`config.mk`:
```
export PLATFORM = sky130hd
export DESIGN_NAME = pipe_ctrl_n
export DESIGN_NICKNAME = d
export VERILOG_FILES = /design/src/rtl/pipe_ctrl_pkg.sv /design/src/rtl/sat_counter.sv /design/src/rtl/pipe_ctrl_n.sv
export SDC_FILE = /design/constraint.sdc
export NUM_CORES = 1
export LEC_CHECK = 0
export CAP_MARGIN = 20
export CORE_MARGIN = 10
export CORE_UTILIZATION = 37
export CTS_BUF_LIST = sky130_fd_sc_hd__clkbuf_16
export DETAILED_ROUTE_END_ITERATION = 10
export HOLD_SLACK_MARGIN = 0.03
export PLACE_DENSITY = 0.76
export SLEW_MARGIN = 20
export SYNTH_ARGS = -nofsm -noshare
export SYNTH_HDL_FRONTEND = slang
export SYNTH_SLANG_ARGS = --single-unit
```
`constraint.sdc`:
```
create_clock -name clk_i -period 2.8 [get_ports clk_i]
set_clock_uncertainty 0.15 [all_clocks]
set_input_delay 0.56 -clock clk_i [delete_from_list [all_inputs] [get_ports clk_i]]
set_output_delay 0.56 -clock clk_i [all_outputs]
set_load 0.1 [all_outputs]
```
`src/rtl/pipe_ctrl_pkg.sv`:
```
// Shared types and helpers for the parametrised pipeline hazard/control unit.
// Stage-index defaults match the 5-stage RV32IM core (PC, IF, ID, EXE, MEM/WB).
package pipe_ctrl_pkg;

  typedef enum logic [1:0] {
    ST_RUN    = 2'd0,
    ST_DRAIN  = 2'd1,
    ST_HALTED = 2'd2
  } state_t;

  localparam int DEF_NSTAGE     = 5;
  localparam int DEF_LU_STAGE   = 2;
  localparam int DEF_JMP_STAGE  = 3;
  localparam int DEF_MC_STAGE   = 3;
  localparam int DEF_HALT_STAGE = 4;

  // Masks are built at this width and truncated to NSTAGE by the user.
  localparam int MAX_STAGE = 32;
  typedef logic [MAX_STAGE-1:0] stage_vec_t;

  function automatic stage_vec_t range_mask(input int hi, input int lo);
    stage_vec_t m;
    m = '0;
    for (int i = 0; i < MAX_STAGE; i++) begin
      if (i >= lo && i <= hi) m[i] = 1'b1;
    end
    return m;
  endfunction

endpackage

```
`src/rtl/sat_counter.sv`:
```
// Saturating up-counter: holds at all ones instead of wrapping.
// One-cycle latency from inc_i to cnt_o; no backpressure.
module sat_counter #(
  parameter int CNT_W = 32
) (
  input  logic             clk_i,
  input  logic             rst_i,
  input  logic             inc_i,
  output logic [CNT_W-1:0] cnt_o
);

  always_ff @(posedge clk_i) begin
    if (rst_i) begin
      cnt_o <= '0;
    end else if (inc_i && (cnt_o != {CNT_W{1'b1}})) begin
      cnt_o <= cnt_o + {{(CNT_W-1){1'b0}}, 1'b1};
    end
  end

endmodule

```
`src/rtl/pipe_ctrl_n.sv`:
```
// Pipeline stall/flush/redirect controller with halt-drain-resume FSM and perf counters.
// Control vectors are combinational (zero latency); FSM and counters update at the edge.
module pipe_ctrl_n
  import pipe_ctrl_pkg::*;
#(
  parameter int XLEN       = 32,
  parameter int NSTAGE     = DEF_NSTAGE,
  parameter int LU_STAGE   = DEF_LU_STAGE,
  parameter int JMP_STAGE  = DEF_JMP_STAGE,
  parameter int MC_STAGE   = DEF_MC_STAGE,
  parameter int HALT_STAGE = DEF_HALT_STAGE,
  parameter int CNT_W      = 32
) (
  input  logic              clk_i,
  input  logic              rst_i,
  input  logic              loaduse_hazard_i,
  input  logic              mc_busy_i,
  input  logic              je_i,
  input  logic [XLEN-1:0]   jump_addr_i,
  input  logic              halt_req_i,
  input  logic              resume_i,
  input  logic [XLEN-1:0]   resume_addr_i,
  output logic [NSTAGE-1:0] stall_o,
  output logic [NSTAGE-1:0] flush_o,
  output logic              je_o,
  output logic [XLEN-1:0]   jump_addr_o,
  output logic              halted_o,
  output logic [1:0]        state_o,
  output logic [CNT_W-1:0]  stall_cnt_o,
  output logic [CNT_W-1:0]  flush_cnt_o
);

  if (!(1 < LU_STAGE && LU_STAGE < JMP_STAGE && JMP_STAGE <= MC_STAGE &&
        MC_STAGE < HALT_STAGE && HALT_STAGE < NSTAGE)) begin : g_param_err
    $error("pipe_ctrl_n: illegal stage parameters");
  end

  localparam int DW = $clog2(NSTAGE + 1);
  localparam logic [DW-1:0] DRAIN_INIT = DW'(NSTAGE - HALT_STAGE);

  localparam logic [NSTAGE-1:0] M_ST0     = NSTAGE'(range_mask(0, 0));
  localparam logic [NSTAGE-1:0] M_FL1     = NSTAGE'(range_mask(1, 1));
  localparam logic [NSTAGE-1:0] M_HALT_FL = NSTAGE'(range_mask(HALT_STAGE - 1, 1));
  localparam logic [NSTAGE-1:0] M_MC_ST   = NSTAGE'(range_mask(MC_STAGE, 0));
  localparam logic [NSTAGE-1:0] M_MC_FL   = NSTAGE'(range_mask(MC_STAGE + 1, MC_STAGE + 1));
  localparam logic [NSTAGE-1:0] M_JMP_FL  = NSTAGE'(range_mask(JMP_STAGE - 1, 1));
  localparam logic [NSTAGE-1:0] M_LU_ST   = NSTAGE'(range_mask(LU_STAGE, 0));
  localparam logic [NSTAGE-1:0] M_LU_FL   = NSTAGE'(range_mask(LU_STAGE + 1, LU_STAGE + 1));
  localparam logic [NSTAGE-1:0] M_ALL_FL  = NSTAGE'(range_mask(NSTAGE - 1, 1));

  state_t        state_q, state_d;
  logic [DW-1:0] drain_q, drain_d;

  always_ff @(posedge clk_i) begin
    if (rst_i) begin
      state_q <= ST_RUN;
      drain_q <= '0;
    end else begin
      state_q <= state_d;
      drain_q <= drain_d;
    end
  end

  // Drain leaves on the edge where the counter would reach zero; mc_busy freezes it.
  always_comb begin
    state_d = state_q;
    drain_d = drain_q;
    case (state_q)
      ST_RUN: begin
        if (halt_req_i) begin
          state_d = ST_DRAIN;
          drain_d = DRAIN_INIT;
        end
      end
      ST_DRAIN: begin
        if (!mc_busy_i) begin
          if (drain_q <= DW'(1)) begin
            state_d = ST_HALTED;
            drain_d = '0;
          end else begin
            drain_d = drain_q - DW'(1);
          end
        end
      end
      ST_HALTED: begin
        if (resume_i) state_d = ST_RUN;
      end
      default: state_d = ST_RUN;
    endcase
  end

  always_comb begin
    stall_o     = '0;
    flush_o     = '0;
    je_o        = 1'b0;
    jump_addr_o = '0;
    halted_o    = 1'b0;
    if (rst_i) begin
      flush_o = '1;
    end else begin
      case (state_q)
        ST_RUN: begin
          if (halt_req_i) begin
            stall_o = M_ST0;
            flush_o = M_HALT_FL;
          end else if (mc_busy_i) begin
            stall_o = M_MC_ST;
            flush_o = M_MC_FL;
          end else if (je_i) begin
            je_o        = 1'b1;
            jump_addr_o = jump_addr_i;
            flush_o     = M_JMP_FL;
          end else if (loaduse_hazard_i) begin
            stall_o = M_LU_ST;
            flush_o = M_LU_FL;
          end
        end
        ST_DRAIN: begin
          stall_o = M_ST0;
          flush_o = M_FL1;
          if (mc_busy_i) begin
            stall_o = stall_o | M_MC_ST;
            flush_o = flush_o | M_MC_FL;
          end
        end
        ST_HALTED: begin
          halted_o = 1'b1;
          if (resume_i) begin
            je_o        = 1'b1;
            jump_addr_o = resume_addr_i;
            flush_o     = M_ALL_FL;
          end else begin
            stall_o = '1;
          end
        end
        default: ;
      endcase
    end
  end

  assign state_o = state_q;

  logic stall_inc;
  assign stall_inc = (state_q == ST_RUN) && stall_o[0];

  sat_counter #(.CNT_W(CNT_W)) u_stall_cnt (
    .clk_i (clk_i),
    .rst_i (rst_i),
    .inc_i (stall_inc),
    .cnt_o (stall_cnt_o)
  );

  sat_counter #(.CNT_W(CNT_W)) u_flush_cnt (
    .clk_i (clk_i),
    .rst_i (rst_i),
    .inc_i (je_o),
    .cnt_o (flush_cnt_o)
  );

endmodule

```
==> results.py, run 1 <==
metrics = {
    "finish": {
        "final_common_cell": "buf_4",
        "fin_area_um2": 7453,
        "fin_nets": 814,
        "area_delta_synth_final_pct": 76.14,
        "fin_cells": 884,
        "layout-drive-gt1-share_pct": 40.99,
        "fillers": 873,
        "final_cell_mix": "buf_4, clkdlybuf4s50_1, nor2_1",
        "diodes": 0,
    },
    "global_routing": {
        "grt_pass1_vias": 4692,
        "grtUsageTotal_pct": 19.04,
        "grt_pass1_wl_um": 25590,
        "antenna_found_initial": 0,
        "grt_remaining_overflow": 0,
        "grt_max_degree": 68,
    },
    "timing": {
        "setup_viol": 0,
        "finalCritPeriodShare_pct": 97.19,
        "fin_ws_ns": 0.07876,
        "hold_violations": 0,
        "hold_slack_ns": 0.3334,
        "worstMarginPinSlew_ns": 0.8093,
        "rsz0062_at_grt": "no",
        "slew_violations": 0,
        "relSlewSlack_pct": 45.72,
        "fin_crit_ns": 2.721,
        "timing.fmax_mhz": 367.5,
    },
    "floorplanning": {
        "fp-row-count": 38,
        "core-area_um2": 11030,
        "die_y_um": 126.9,
        "io_pins": 181,
        "die_w_um": 126.9,
        "fp.dieArea_um2": 16110,
        "start_util_pct": 38.36,
    },
    "clock_network": {
        "clock_latency_ns": 0.33,
        "cts_made_buffers": 9,
        "clockBufferDepth": 2,
        "htreeDepth": 3,
        "cts_tree": "done",
        "clk_pin_slew_ns": 0.06,
        "cts_sinks": 69,
        "root_buffer": "clkbuf_16",
        "holdBufCountCts": 0,
    },
    "routing": {
        "viasPerCell": 5.606,
        "vias": 4956,
        "drtIter0Drc": 273,
        "wl_um": 16090,
        "routedWlPerCell_um": 18.20,
        "post-route-drc-count": 0,
        "drtAntennaViolNets": 0,
        "detail_route.first_pass.iterations": 6,
    },
    "critical_path": {
        "crit_path_end_kind": "output pin",
        "path_max_fanout": 3,
        "startpoint_type": "input pin",
        "critPathArrivalTime_ns": 2.01,
        "worstSetupPathType": "in -> out",
        "worst_ep_required_time_ns": 2.09,
    },
    "synthesis": {
        "synth_nets": 615,
        "synthFlopType": "dfxtp_1",
        "synthAdderAreaFrac_pct": 1.183,
        "syn_area_per_cell_um2": 7.836,
        "synth_top_family_by_area": "simple AND/OR/NAND/NOR gates",
        "synthXorXnorAreaFrac_pct": 3.726,
        "synth_top_area_cell": "dfxtp_1",
        "yosysTopAreaCellShare_pct": 32.64,
        "synth_warnings": 0,
        "synth_seq_area_share_pct": 32.64,
        "synth_edf_count": 0,
        "muxShareOfSynthArea_pct": 4.672,
        "synthSimpleGateAreaFrac_pct": 33.44,
        "yosys-top-cells-area": "dfxtp_1, nor2_1, a22oi_1",
        "synth.ff_latch_count": 69,
        "synth-async-reset-ratio_pct": 0,
        "syn_area_um2": 4232,
        "postSynthCellCount": 540,
        "synth_cell_types": 51,
        "synth_compound_gate_area_share_pct": 19.84,
    },
    "placed_design": {
        "place_hpwl_um": 12740,
        "post_dp_cell_area_um2": 7056,
        "routabilityCongestion": 0.8408,
        "place_inst": 867,
        "numPortBuffers": 180,
        "dp_slack_ns": -0.1871,
    },
    "power_and_ir_drop": {
        "irDropWorstVdd_mv": 0.3939,
        "p_leak_nw": 2.642,
        "p_total_mw": 2.705,
        "power_density_nw_per_um2": 362.9,
    },
    "min_path": {
        "hp-class": "reg -> reg",
    },
    "run": {
        "max-cap-violations": 0,
    },
    "run_status": {
        "outcome": "completed",
    },
}
==> final cells by class <==
class                   instances  area, um2  share of cell area [%]
clock buffers                   9      225.2                   3.022
clock inverters                 7      50.05                  0.6715
inverters                      15      56.30                  0.7554
multi-input cells             425       3069                   41.18
flip-flops and latches         69       1436                   19.27
well taps                     140      175.2                   2.350
repair buffers                219       2441                   32.75
==> critical path: stages <==
cell and delay [ns]:
clkdlybuf4s50_1 0.41, nand2b_1 0.15, or2_2 0.31, a21boi_1 0.14
buf_4 0.15, nor2_4 0.09, buf_12 0.18
==> power by group <==
part | internal, mW | switching, mW | total [mW] | leakage [nW]
Sequential | 0.991 | 0.0147 | 1.01 | 0.578
Clock | 0.602 | 0.441 | 1.04 | 0.138
Combinational | 0.261 | 0.395 | 0.656 | 1.93
==> state kept, by name (all words and copies together) (netlist names) <==
name,count
u_flush_cnt.cnt_o,32
u_stall_cnt.cnt_o,32
drain_q,3
state_o,2
==> timing repair <==
action,in CTS,in global routing
buffers inserted,1,0
pin swaps,2,3
endpoints found under the setup margin,22,29
resized for setup,22,4
==> per-stage QoR <==
step | TNS, ns | utilization [%]
after floorplan | -0.2845 | -
after global placement | -1.361 | 63.96
after detailed placement | -4.049 | 63.96
after CTS | 0 | 67.45
after global routing | 0 | 67.57
final | 0 | 67.57
==> layer usage <==
layer	up-vias	part of all wire [%]	GRT usage, %
met5	-	0	0
met4	0	2.1	6.765
met3	20	6.4	3.790
met2	185	50	33.17
met1	2356	41	22.61
li1	2395	-	-
==> cell usage after synthesis (5+ instances only) <==
master and count:
a211oi_1 5, a21oi_1 32, a22oi_1 32, a31o_2 5, and4_1 6, buf_2 5, clkbuf_1 23, dfxtp_1 69
inv_1 15, mux2_2 12, nand2_1 27, nand2b_1 11, nand3_1 30, nand4_1 17, nor2_1 97, nor2b_1 15
nor3_1 7, nor4_1 13, o21ai_0 17, o31ai_1 12, or3_1 12, or4_1 9, xnor2_1 15
==> logic make-up after synthesis <==
| logic type | count (synthesis) |
|---|---|
| fa+ha+maj | 4 |
| buf+inv | 46 |
| compound gates | 119 |
| simple gates | 266 |
| xor+xnor | 18 |
| flops | 69 |
| mux | 18 |
==> final timing paths <==
kind                                            from                                 end  slack (ns)  depth (start not counted)
setup reg to reg   u_flush_cnt.cnt_o[7]$_SDFFE_PP0P_  u_flush_cnt.cnt_o[31]$_SDFFE_PP0P_        0.21                          5
hold reg to reg   u_stall_cnt.cnt_o[31]$_SDFFE_PP0P_  u_stall_cnt.cnt_o[31]$_SDFFE_PP0P_        0.33                          1
setup / recovery                            resume_i                          stall_o[0]        0.08                          7
hold / removal    u_stall_cnt.cnt_o[31]$_SDFFE_PP0P_  u_stall_cnt.cnt_o[31]$_SDFFE_PP0P_        0.33                          1
No activity file was read; power rests on OpenSTA's default activity.
==> run 2, diff against run 1 <==
--- a/config.mk
+++ b/config.mk
@@ -12,6 +12,7 @@
 export DETAILED_ROUTE_END_ITERATION = 10
 export HOLD_SLACK_MARGIN = 0.03
 export PLACE_DENSITY = 0.76
+export SKIP_CTS_REPAIR_TIMING = 1
 export SLEW_MARGIN = 20
 export SYNTH_ARGS = -nofsm -noshare
 export SYNTH_HDL_FRONTEND = slang
==> results.py, run 2 (synthesis gave the netlist of run 1 again) <==
metrics = {
    "finish": {
        "fin_area_um2": 7452,
        "reg_top3": "u_flush_cnt.cnt_o: 32 flops, u_stall_cnt.cnt_o: 32 flops, drain_q: 3 flops",
        "area_delta_synth_final_pct": 76.11,
        "multi_input_area_um2": 3072,
        "register_area_um2": 1436,
        "final_cell_mix": "buf_4, clkdlybuf4s50_1, nor2_1",
        "final_common_cell": "buf_4",
        "fillers": 876,
        "diodes": 0,
        "final_core_util_pct": 67.56,
        "layout-drive-gt1-share_pct": 40.92,
        "fin_nets": 813,
    },
    "routing": {
        "viasPerCell": 5.569,
        "drtAntennaViolNets": 0,
        "drtIter0Drc": 194,
        "wl_um": 16120,
        "routedWlPerCell_um": 18.25,
        "detail_route.first_pass.iterations": 4,
        "post-route-drc-count": 0,
        "vias": 4917,
    },
    "timing": {
        "relSlewSlack_pct": 47.30,
        "hold_slack_ns": 0.3335,
        "worstMarginPinSlew_ns": 0.7858,
        "timing.fmax_mhz": 361.3,
        "slew_violations": 0,
        "hold_violations": 0,
        "setup_viol": 0,
        "finalCritPeriodShare_pct": 98.85,
        "fin_crit_ns": 2.768,
        "setup_tns_ns": 0,
    },
    "clock_network": {
        "cts_tree": "done",
        "clock_latency_ns": 0.33,
        "clk_pin_slew_ns": 0.05,
        "cts_made_buffers": 9,
        "htreeDepth": 3,
        "root_buffer": "clkbuf_16",
        "clockBufferDepth": 2,
        "cts_sinks": 69,
    },
    "global_routing": {
        "antenna_found_initial": 0,
        "grtUsageTotal_pct": 18.67,
        "grt_pass1_vias": 4660,
        "grt_remaining_overflow": 0,
        "grt_max_degree": 68,
        "grt_pass1_wl_um": 25140,
    },
    "floorplanning": {
        "fp-row-count": 38,
        "die_w_um": 126.9,
        "fp.dieArea_um2": 16110,
        "die_y_um": 126.9,
        "start_util_pct": 38.36,
        "io_pins": 181,
        "core-area_um2": 11030,
    },
    "placed_design": {
        "post_dp_cell_area_um2": 7056,
        "numPortBuffers": 180,
        "place_hpwl_um": 12740,
        "routabilityCongestion": 0.8408,
    },
    "critical_path": {
        "critPathArrivalTime_ns": 2.06,
        "worstSetupPathType": "in -> out",
        "path_max_fanout": 19,
        "worst_ep_required_time_ns": 2.09,
        "crit_path_end_kind": "output pin",
        "startpoint_type": "input pin",
    },
    "power_and_ir_drop": {
        "power_density_nw_per_um2": 363.0,
        "irDropWorstVdd_mv": 0.3937,
        "p_total_mw": 2.705,
        "p_leak_nw": 2.651,
    },
    "run_status": {
        "outcome": "completed",
    },
    "min_path": {
        "hp-class": "reg -> reg",
    },
    "run": {
        "max-cap-violations": 0,
    },
}
## run 2: cell types whose count changed in the layout (fill, tap and decap cells not counted), sizes merged
| cell | delta |
|---|---|
| buf | -1 |
| dlygate4sd2 | -1 |
| dlymetal6s2s | +1 |
## run 2: critical path, stage by stage
cell and delay [ns]:
clkdlybuf4s50_1 0.48, and3b_1 0.26, buf_12 0.19, buf_12 0.16
a22oi_2 0.10, nor2_4 0.11, buf_12 0.18
## run 2: final cells by class
class,instances,area share (%)
Sequential cell,69,19.27
Inverter,15,0.7555
Clock buffer,9,3.022
Clock inverter,7,0.6716
Multi-Input combinational cell,425,41.22
Tap cell,140,2.351
Timing Repair Buffer,218,32.71
## run 2: path summary, 6_finish.rpt
check	start	endpoint	slack [ns]	cells past startpoint
setup / recovery	resume_i	jump_addr_o[4]	0.03	7
setup reg to reg	u_flush_cnt.cnt_o[7]$_SDFFE_PP0P_	u_flush_cnt.cnt_o[31]$_SDFFE_PP0P_	0.23	5
hold reg to reg	u_stall_cnt.cnt_o[31]$_SDFFE_PP0P_	u_stall_cnt.cnt_o[31]$_SDFFE_PP0P_	0.33	1
hold / removal	u_stall_cnt.cnt_o[31]$_SDFFE_PP0P_	u_stall_cnt.cnt_o[31]$_SDFFE_PP0P_	0.33	1
## run 2: report_power, final
part           switching (mW)  internal (mW)
clock network           0.441          0.602
logic                   0.396          0.261
registers              0.0149          0.991
total                   0.852           1.85
## run 2: metal layers
| metal | global-route usage [%] | vias to the layer above | wire [um] |
|---|---|---|---|
| met4 | 7.100 | 0 | 400 |
| met5 | 0 | - | 0 |
| met2 | 31.99 | 186 | 8015 |
| met1 | 22.37 | 2314 | 6693 |
| li1 | - | 2394 | - |
| met3 | 3.873 | 23 | 1006 |
## run 2: per-stage QoR
| stage | instances | setup slack [ns] |
|---|---|---|
| after floorplan | 540 | -0.07983 |
| after global placement | 867 | -0.09880 |
| after detailed placement | 867 | -0.1871 |
| after CTS | 883 | -0.1140 |
| after global routing | 883 | -0.002606 |
| final | 883 | 0.03218 |
==> run 3, diff against run 2 <==
--- a/config.mk
+++ b/config.mk
@@ -9,9 +9,11 @@
 export CORE_MARGIN = 10
 export CORE_UTILIZATION = 37
 export CTS_BUF_LIST = sky130_fd_sc_hd__clkbuf_16
+export CTS_CLUSTER_SIZE = 8
 export DETAILED_ROUTE_END_ITERATION = 10
 export HOLD_SLACK_MARGIN = 0.03
 export PLACE_DENSITY = 0.76
+export REMOVE_ABC_BUFFERS = 1
 export SKIP_CTS_REPAIR_TIMING = 1
 export SLEW_MARGIN = 20
 export SYNTH_ARGS = -nofsm -noshare
==> results.py, run 3 (synthesis gave the netlist of run 1 again) <==
metrics = {
    "finish": {
        "fin_nets": 815,
        "reg_top3": "u_flush_cnt.cnt_o: 32 flops, u_stall_cnt.cnt_o: 32 flops, drain_q: 3 flops",
        "layout-drive-gt1-share_pct": 30.20,
        "area_delta_synth_final_pct": 67.09,
        "final_cell_mix": "buf_4, nor2_1, dfxtp_1",
        "fillers": 915,
        "multi_input_area_um2": 2750,
        "register_area_um2": 1381,
        "diodes": 0,
        "fin_cells": 885,
        "final_common_cell": "buf_4",
        "fin_area_um2": 7071,
    },
    "routing": {
        "vias": 4945,
        "routed.top_layer": "met4",
        "viasPerCell": 5.588,
        "drtIter0Drc": 274,
        "wl_um": 15970,
        "met3_length_um": 1329,
        "post-route-drc-count": 0,
        "routedWlPerCell_um": 18.05,
        "drtAntennaViolNets": 0,
        "met1_length_um": 6498,
        "detail_route.first_pass.iterations": 5,
        "wl_met2_um": 7762,
    },
    "floorplanning": {
        "die_y_um": 126.9,
        "start_util_pct": 38.36,
        "fp-row-count": 38,
        "io_pins": 181,
        "die_w_um": 126.9,
        "core-area_um2": 11030,
        "fp.dieArea_um2": 16110,
    },
    "critical_path": {
        "startpoint_type": "input pin",
        "max_stage_delay_ns": 0.43,
        "path_max_fanout": 6,
        "reg2reg_setup_slack_ns": 0.23,
        "cp_cell_sequence": "clkdlybuf4s50_1, and3b_2, a32oi_2, buf_4, clkinvlp_4, buf_12",
        "regToRegEndpoint": "u_flush_cnt.cnt_o[27]$_SDFFE_PP0P_",
        "worst_ep_required_time_ns": 2.09,
        "worstSetupPathType": "in -> out",
        "worstReg2RegStart": "state_o[0]$_SDFFE_PP0P_",
        "crit_path_end_kind": "output pin",
        "critPathArrivalTime_ns": 2.02,
        "r2r_cells": 7,
        "crit_slowest_cell": "clkdlybuf4s50_1",
    },
    "timing": {
        "fin_ws_ns": 0.06556,
        "timing.fmax_mhz": 365.7,
        "rsz0062_at_grt": "yes",
        "setup_tns_ns": 0,
        "relSlewSlack_pct": 52.31,
        "finalCritPeriodShare_pct": 97.66,
        "setup_viol": 0,
        "hold_violations": 0,
        "fin_crit_ns": 2.734,
        "worstMarginPinSlew_ns": 0.7154,
        "slew_violations": 0,
    },
    "clock_network": {
        "htreeDepth": 3,
        "cts_made_buffers": 9,
        "clockBufferDepth": 2,
        "clock_latency_ns": 0.33,
        "root_buffer": "clkbuf_16",
        "cts_sinks": 69,
        "cts_tree": "done",
        "clk_pin_slew_ns": 0.05,
    },
    "global_routing": {
        "grt_pass1_vias": 4676,
        "antenna_found_initial": 0,
        "grt_remaining_overflow": 0,
        "grt_pass1_wl_um": 24640,
        "grt_max_degree": 72,
        "grtUsageTotal_pct": 18.41,
    },
    "min_path": {
        "hp-class": "reg -> reg",
        "min_from": "drain_q[2]$_SDFFE_PP0P_",
        "min_delay_path_depth": 2,
        "hold_path_end": "drain_q[2]$_SDFFE_PP0P_",
    },
    "power_and_ir_drop": {
        "power_density_nw_per_um2": 380.0,
        "irDropWorstVdd_mv": 0.2822,
        "p_leak_nw": 2.623,
        "p_total_mw": 2.687,
    },
    "placed_design": {
        "numPortBuffers": 180,
        "place_inst": 867,
        "routabilityCongestion": 0.8540,
        "place_hpwl_um": 12400,
        "post_dp_cell_area_um2": 6655,
        "dp_slack_ns": -0.1835,
    },
    "run_status": {
        "outcome": "completed",
    },
    "run": {
        "max-cap-violations": 0,
    },
}
==> run 3: cell types whose count changed in the layout (fill, tap and decap cells not counted), moves of 17 or more <==
cell | before | now
dfxtp_1 | 27 | 69
nor2_1 | 61 | 79
a22oi_1 | 13 | 32
a22oi_2 | 19 | 0
nor2_4 | 35 | 0
dfxtp_2 | 41 | 0
nor2_2 | 1 | 18
==> run 3: per-stage QoR <==
step	hold slack (ns)	util, %
floorplan	0.3016	-
global placement	0.3192	60.33
finish	0.3614	64.10
global route	0.3855	64.10
CTS	0.3533	62.91
detailed placement	0.3456	60.33
==> run 3: area by class of cell <==
cell class,instances,share of cell area [%]
Inverter,15,0.8494
Tap cell,140,2.477
Sequential cell,69,19.54
Multi-Input combinational cell,425,38.90
Clock inverter,7,0.8317
Clock buffer,9,3.185
Timing Repair Buffer,220,34.22
==> run 3: worst max-delay path: cells and delay by family <==
kind                   cells  cell delay [ns]
buffers and inverters      4             0.96
AOI/OAI and AO/OA          1             0.23
and+or+nand+nor            1             0.27
==> run 3: how the worst max path moves through the flow <==
| stage | start | endpoint | slack, ns | cells after the start |
|---|---|---|---|---|
| final | resume_i | je_o | 0.07 | 6 |
| after global placement | mc_busy_i | u_stall_cnt.cnt_o[15]$_SDFFE_PP0P_ | -0.10 | 7 |
| after floorplan | state_o[0]$_SDFFE_PP0P_ | stall_o[1] | -2.20 | 3 |
| after detailed placement | mc_busy_i | u_stall_cnt.cnt_o[15]$_SDFFE_PP0P_ | -0.18 | 7 |
| after CTS | mc_busy_i | jump_addr_o[17] | -0.09 | 7 |
| after global routing | resume_i | jump_addr_o[13] | -0.003 | 6 |
==> run 3: power breakdown <==
part | total [mW] | internal [mW] | switching (mW)
Combinational | 0.599 | 0.240 | 0.359
Sequential | 1.00 | 0.991 | 0.0123
Clock | 1.08 | 0.676 | 0.409
==> run 3: routing by layer <==
metal,global-route usage [%],up-vias
met1,21.70,2309
met2,31.17,220
met5,0,-
met3,5.123,25
met4,6.698,0
li1,-,2391
==> RTL change 1 (config.mk and constraints of run 3) <==
`CNT_W` is set to 32 in 2 places; all go to 64.
--- a/src/rtl/sat_counter.sv
+++ b/src/rtl/sat_counter.sv
@@ -2,5 +2,5 @@
 // One-cycle latency from inc_i to cnt_o; no backpressure.
 module sat_counter #(
-  parameter int CNT_W = 32
+  parameter int CNT_W = 64
 ) (
   input  logic             clk_i,
--- a/src/rtl/pipe_ctrl_n.sv
+++ b/src/rtl/pipe_ctrl_n.sv
@@ -10,5 +10,5 @@
   parameter int MC_STAGE   = DEF_MC_STAGE,
   parameter int HALT_STAGE = DEF_HALT_STAGE,
-  parameter int CNT_W      = 32
+  parameter int CNT_W      = 64
 ) (
   input  logic              clk_i,
Interface: changed (resized flush_cnt_o and stall_cnt_o); port bits go from 181 to 245. The function was not compared with the original's and may differ.
==> RTL change 1 against run 3 <==
  * Worst setup slack worse by 0.019 ns
  * Synthesized area is 78% higher
  * Global-route usage is 1.7 points higher
  * Core utilization is 6.3 points lower
  * Largest cell class unchanged
  * Combinational power is 13% higher
  * Total power is 80% higher
  * Critical endpoint unchanged
  * Routed wire length is 77% higher
  * Sequential cell count is 64 higher
  * Hold slack worse by 0.078 ns
  * Cell area is 64% higher
  * Highest routed layer unchanged
==> RTL change 1: results (changes against run 3) <==
- Routed len/inst: 18.6 um (was 18.0 um)
- Largest net degree at the start of global routing: 134 (was 72)
- Post-layout nets: 1313 (was 815)
- Place WS: -0.263 ns (was -0.183 ns)
- Ratio of cells with drive above 1 in the final layout: 28.5% (was 30.2%)
- Vias per cell: 5.65 (was 5.59)
- GRT Overall Usage: 20.1% (was 18.4%)
- 1st-iter DRT viols: 776 (was 274)
- Dpl hpwl: 21.4 mm (was 12.4 mm)
- Hold Crit Class: input pin to register (was register to register)
- Syn Area/Cell: 7.91 sq um (was 7.84 sq um)
- CTS H-tree depth: 4 (was 3)
- Leakage: 4.29 nW (was 2.62 nW)
- Largest regs: u_flush_cnt.cnt_o: 64 flops, u_stall_cnt.cnt_o: 64 flops, drain_q: 3 flops (was u_flush_cnt.cnt_o: 32 flops, u_stall_cnt.cnt_o: 32 flops, drain_q: 3 flops)
- Placed Area: 10800 sq um (was 6660 sq um)
- Placer Congestion: 0.926 (was 0.854)
- Number of global-route vias before repair: 7957 (was 4676)
- Yosys cell types: 61 (was 51)
- Worst slew pin tran: 0.590 ns (was 0.715 ns)
- Synth top area cells: dfxtp_1, nor2_1, a21oi_1 (was dfxtp_1, nor2_1, a22oi_1)
- Sequential-to-total area share from yosys stat: 35.4% (was 32.6%)
- Synth cell count leaders: dfxtp_1, nor2_1, a21oi_1, nand2_1 (was nor2_1, dfxtp_1, a21oi_1, a22oi_1, nand3_1)
- Outcome: completed (unchanged)
- Filler cell count: 1772 (was 915)
- CTS Buf Count: 17 (was 9)
- Initial antenna violation count: 1 (was 0)
- Worst vdd ir: 416 uV (was 282 uV)
- Vias: 8599 (was 4945)
- First-pass GRT wire length: 43.6 mm (was 24.6 mm)
- Worst-skew pair later-pin latency: 0.42 ns (was 0.33 ns)
- Worst-path maximum fanout: 5 (was 6)
- Number of cells after detailed placement: 1486 (was 867)
- Number of buffers added on ports: 244 (was 180)
[RTL change 1: kinds of logic after synthesis]
logic type	count (synthesis)	synth area share [%]
adders and majority gates	4	0.665
buffers and inverters	90	5.04
muxes	14	2.03
DFF	133	35.4
xor gates and xnor gates	36	4.19
and+or+nand+nor	441	32.6
AOI/OAI and AO/OA	233	20.0
[RTL change 1: layout make-up]
type,count,share of cell area (%)
Inverter,26,0.840
Clock buffer,17,3.66
Antenna cell,1,0.0215
Sequential cell,133,22.9
Clock inverter,15,1.41
Timing Repair Buffer,332,28.7
Tap cell,270,2.91
Multi-Input combinational cell,728,39.5
[RTL change 1: worst max-delay path, stage by stage]
cell             delay, ns
clkdlybuf4s50_1       0.42
and3b_2               0.25
o21ai_2               0.34
inv_1                 0.12
buf_4                 0.18
buf_12                0.16
[RTL change 1: layer usage]
metal | routed length (um) | vias up | GRT usage [%]
met4 | 639 | 0 | 6.93
met2 | 13400 | 342 | 32.6
met3 | 2210 | 40 | 5.51
li1 | - | 4156 | -
met1 | 12000 | 4061 | 25.1
met5 | 0 | - | 0
[RTL change 1: final timing paths]
kind	cells past startpoint	slack, ns	end	start
max	6	0.05	je_o	resume_i
min	2	0.28	state_o[1]$_SDFFE_PP0P_	rst_i
max reg2reg	7	0.18	u_stall_cnt.cnt_o[49]$_SDFFE_PP0P_	u_stall_cnt.cnt_o[6]$_SDFFE_PP0P_
min reg2reg	2	0.36	u_flush_cnt.cnt_o[63]$_SDFFE_PP0P_	u_flush_cnt.cnt_o[63]$_SDFFE_PP0P_
[RTL change 1: through the flow]
stage / power (W) / hold slack, ns / utilization, % / setup TNS, ns
after floorplan: 0.00225 / 0.323 / - / -172.28
final: 0.00484 / 0.284 / 57.8 / 0
after CTS: 0.00485 / 0.265 / 56.8 / -1.91
after global placement: 0.00260 / 0.326 / 53.9 / -4.71
after global routing: 0.00498 / 0.281 / 57.8 / -0.0318
after detailed placement: 0.00261 / 0.349 / 53.9 / -7.02
[RTL change 1: power by group through the flow]
stage / registers (W) / logic, W / clock network [W]
finish: 0.00191 / 0.000679 / 0.00225
global route: 0.00191 / 0.000716 / 0.00236
CTS: 0.00191 / 0.000658 / 0.00228
detailed placement: 0.00195 / 0.000656 / 0
global placement: 0.00195 / 0.000654 / 0
floorplan: 0.00199 / 0.000259 / 0
==> RTL change 2 (config.mk and constraints of run 3) <==
Made on the original files. Register the output `stall_cnt_o`, with the module's reset; this adds one clock of latency there. The other outputs are not delayed to match.
--- a/src/rtl/pipe_ctrl_n.sv
+++ b/src/rtl/pipe_ctrl_n.sv
@@ -30,4 +30,6 @@
   output logic [CNT_W-1:0]  flush_cnt_o
 );
+
+  logic [CNT_W-1:0] stall_cnt_d;
 
   if (!(1 < LU_STAGE && LU_STAGE < JMP_STAGE && JMP_STAGE <= MC_STAGE &&
@@ -148,5 +150,5 @@
     .rst_i (rst_i),
     .inc_i (stall_inc),
-    .cnt_o (stall_cnt_o)
+    .cnt_o (stall_cnt_d)
   );
 
@@ -158,4 +160,12 @@
   );
 
+  always_ff @(posedge clk_i) begin
+    if (rst_i) begin
+      stall_cnt_o <= '0;
+    end else begin
+      stall_cnt_o <= stall_cnt_d;
+    end
+  end
+
 endmodule
 
Formal check against the unedited RTL: not equivalent (Yosys sat finds a counterexample within 4 cycles, from zero or initial values and one cycle with rst_i high).
==> RTL change 2 against run 3 <==
  * Total power is 22% higher
  * Cell area up 10%
  * Synthesized area grew 17%
  * Routed wire length up 6.4%
  * Global-route usage down 1.0 points
  * Worst setup slack lost 0.031 ns
  * Sequential cell count is 32 higher
==> RTL change 2: results (changes against run 3) <==
- Outcome: completed (unchanged)
- Reg2reg start: state_o[1]$_SDFFE_PP0P_ (was state_o[0]$_SDFFE_PP0P_)
- Ratio of cells with drive above 1 in the final layout: 27.6% (was 30.2%)
- Yosys warns: 0 (unchanged)
- Vias per cell: 5.37 (was 5.59)
- Root buf cell: clkbuf_16 (unchanged)
- Gate Count Post-Synth: 578 (was 540)
- Hold endpoint: stall_cnt_o[23]$_SDFF_PP0_ (was drain_q[2]$_SDFFE_PP0P_)
- Adder-Cell Fraction of Synth Area: 1.01% (was 1.18%)
- R2R Path End: u_stall_cnt.cnt_o[11]$_SDFFE_PP0P_ (was u_flush_cnt.cnt_o[27]$_SDFFE_PP0P_)
- Sequential-to-total area share from yosys stat: 40.7% (was 32.6%)
- Worst-skew pair later-pin latency: 0.35 ns (was 0.33 ns)
- Final WL: 17.0 mm (was 16.0 mm)
- Dpl hpwl: 13.1 mm (was 12.4 mm)
- Placed Area: 7390 sq um (was 6660 sq um)
- Xor/xnor share of the synthesized area: 3.88% (was 3.73%)
- Synth cell count leaders: dfxtp_1, nor2_1, a21oi_1, a22oi_1 (was nor2_1, dfxtp_1, a21oi_1, a22oi_1, nand3_1)
- Synth Area in Compound Gates: 16.5% (was 19.8%)
- Largest regs: stall_cnt_o: 32 flops, u_flush_cnt.cnt_o: 32 flops, u_stall_cnt.cnt_o: 32 flops (was u_flush_cnt.cnt_o: 32 flops, u_stall_cnt.cnt_o: 32 flops, drain_q: 3 flops)
- Largest net degree at the start of global routing: 60 (was 72)
- Worst slew pin tran: 0.743 ns (was 0.715 ns)
- Hold Crit Start: u_stall_cnt.cnt_o[23]$_SDFFE_PP0P_ (was drain_q[2]$_SDFFE_PP0P_)
- GRT Overall Usage: 17.4% (was 18.4%)
- Yosys cell types: 63 (was 51)
- Placer Congestion: 0.929 (was 0.854)
- Place WS: -0.168 ns (was -0.183 ns)
- 1st-iter DRT viols: 399 (was 274)
- Reg2Reg Setup Slack: 0.36 ns (was 0.23 ns)
- Clock transition at path regs: 0.07 ns (was 0.05 ns)
- First-pass GRT wire length: 26.4 mm (was 24.6 mm)
- CP arrival: 2.06 ns (was 2.02 ns)
- Leakage: 2.94 nW (was 2.62 nW)
- Fin Hold WS: 0.337 ns (was 0.361 ns)
- Register-to-Register Path Depth: 7 (unchanged)
- Worst vdd ir: 280 uV (was 282 uV)
- Post-layout nets: 853 (was 815)
- Worst-path maximum fanout: 2 (was 6)
- Number of global-route vias before repair: 4921 (was 4676)
- Filler cell count: 1109 (was 915)
- Min-Delay Path Depth: 1 (was 2)
- Post-synthesis mux area share: 3.65% (was 4.67%)
-- RTL change 2: worst max path at each step --
stage	cells after the start	endpoint	slack (ns)	start
global placement	8	jump_addr_o[13]	-0.11	mc_busy_i
finish	7	stall_o[2]	0.03	resume_i
floorplan	3	jump_addr_o[0]	-2.70	state_o[0]$_SDFFE_PP0P_
detailed placement	8	jump_addr_o[4]	-0.17	mc_busy_i
global route	7	stall_o[2]	-0.002	resume_i
CTS	8	jump_addr_o[4]	-0.17	mc_busy_i
-- RTL change 2: power breakdown --
| part | leakage (nW) | internal [W] | switching, W |
|---|---|---|---|
| clock network | 0.140 | 0.000616 | 0.000581 |
| registers | 0.814 | 0.00145 | 0.0000123 |
| logic | 1.99 | 0.000249 | 0.000367 |
| total | 2.94 | 0.00231 | 0.000960 |
-- RTL change 2: through the flow --
step / utilization (%) / instances
floorplan: - / 549
global placement: 56.1 / 941
detailed placement: 56.1 / 941
CTS: 58.2 / 957
global route: 59.1 / 959
finish: 59.1 / 959
-- RTL change 2: final cells by class --
| cell class | count | area (sq um) | area share [%] |
|---|---|---|---|
| multi-input cells | 436 | 2800 | 35.9 |
| repair buffers | 218 | 2420 | 31.1 |
| flip-flops and latches | 101 | 2020 | 26.0 |
| clock buffers | 9 | 225 | 2.89 |
| well taps | 176 | 220 | 2.83 |
| clock inverters | 7 | 57.6 | 0.739 |
| inverters | 12 | 45.0 | 0.578 |
-- RTL change 2: layer usage --
metal / vias to the layer above / routed length, um / track usage (%)
met2: 173 / 8240 / 29.6
met4: 0 / 196 / 5.03
met3: 13 / 1310 / 4.65
met1: 2452 / 7250 / 21.0
li1: 2510 / - / -
met5: - / 0 / 0
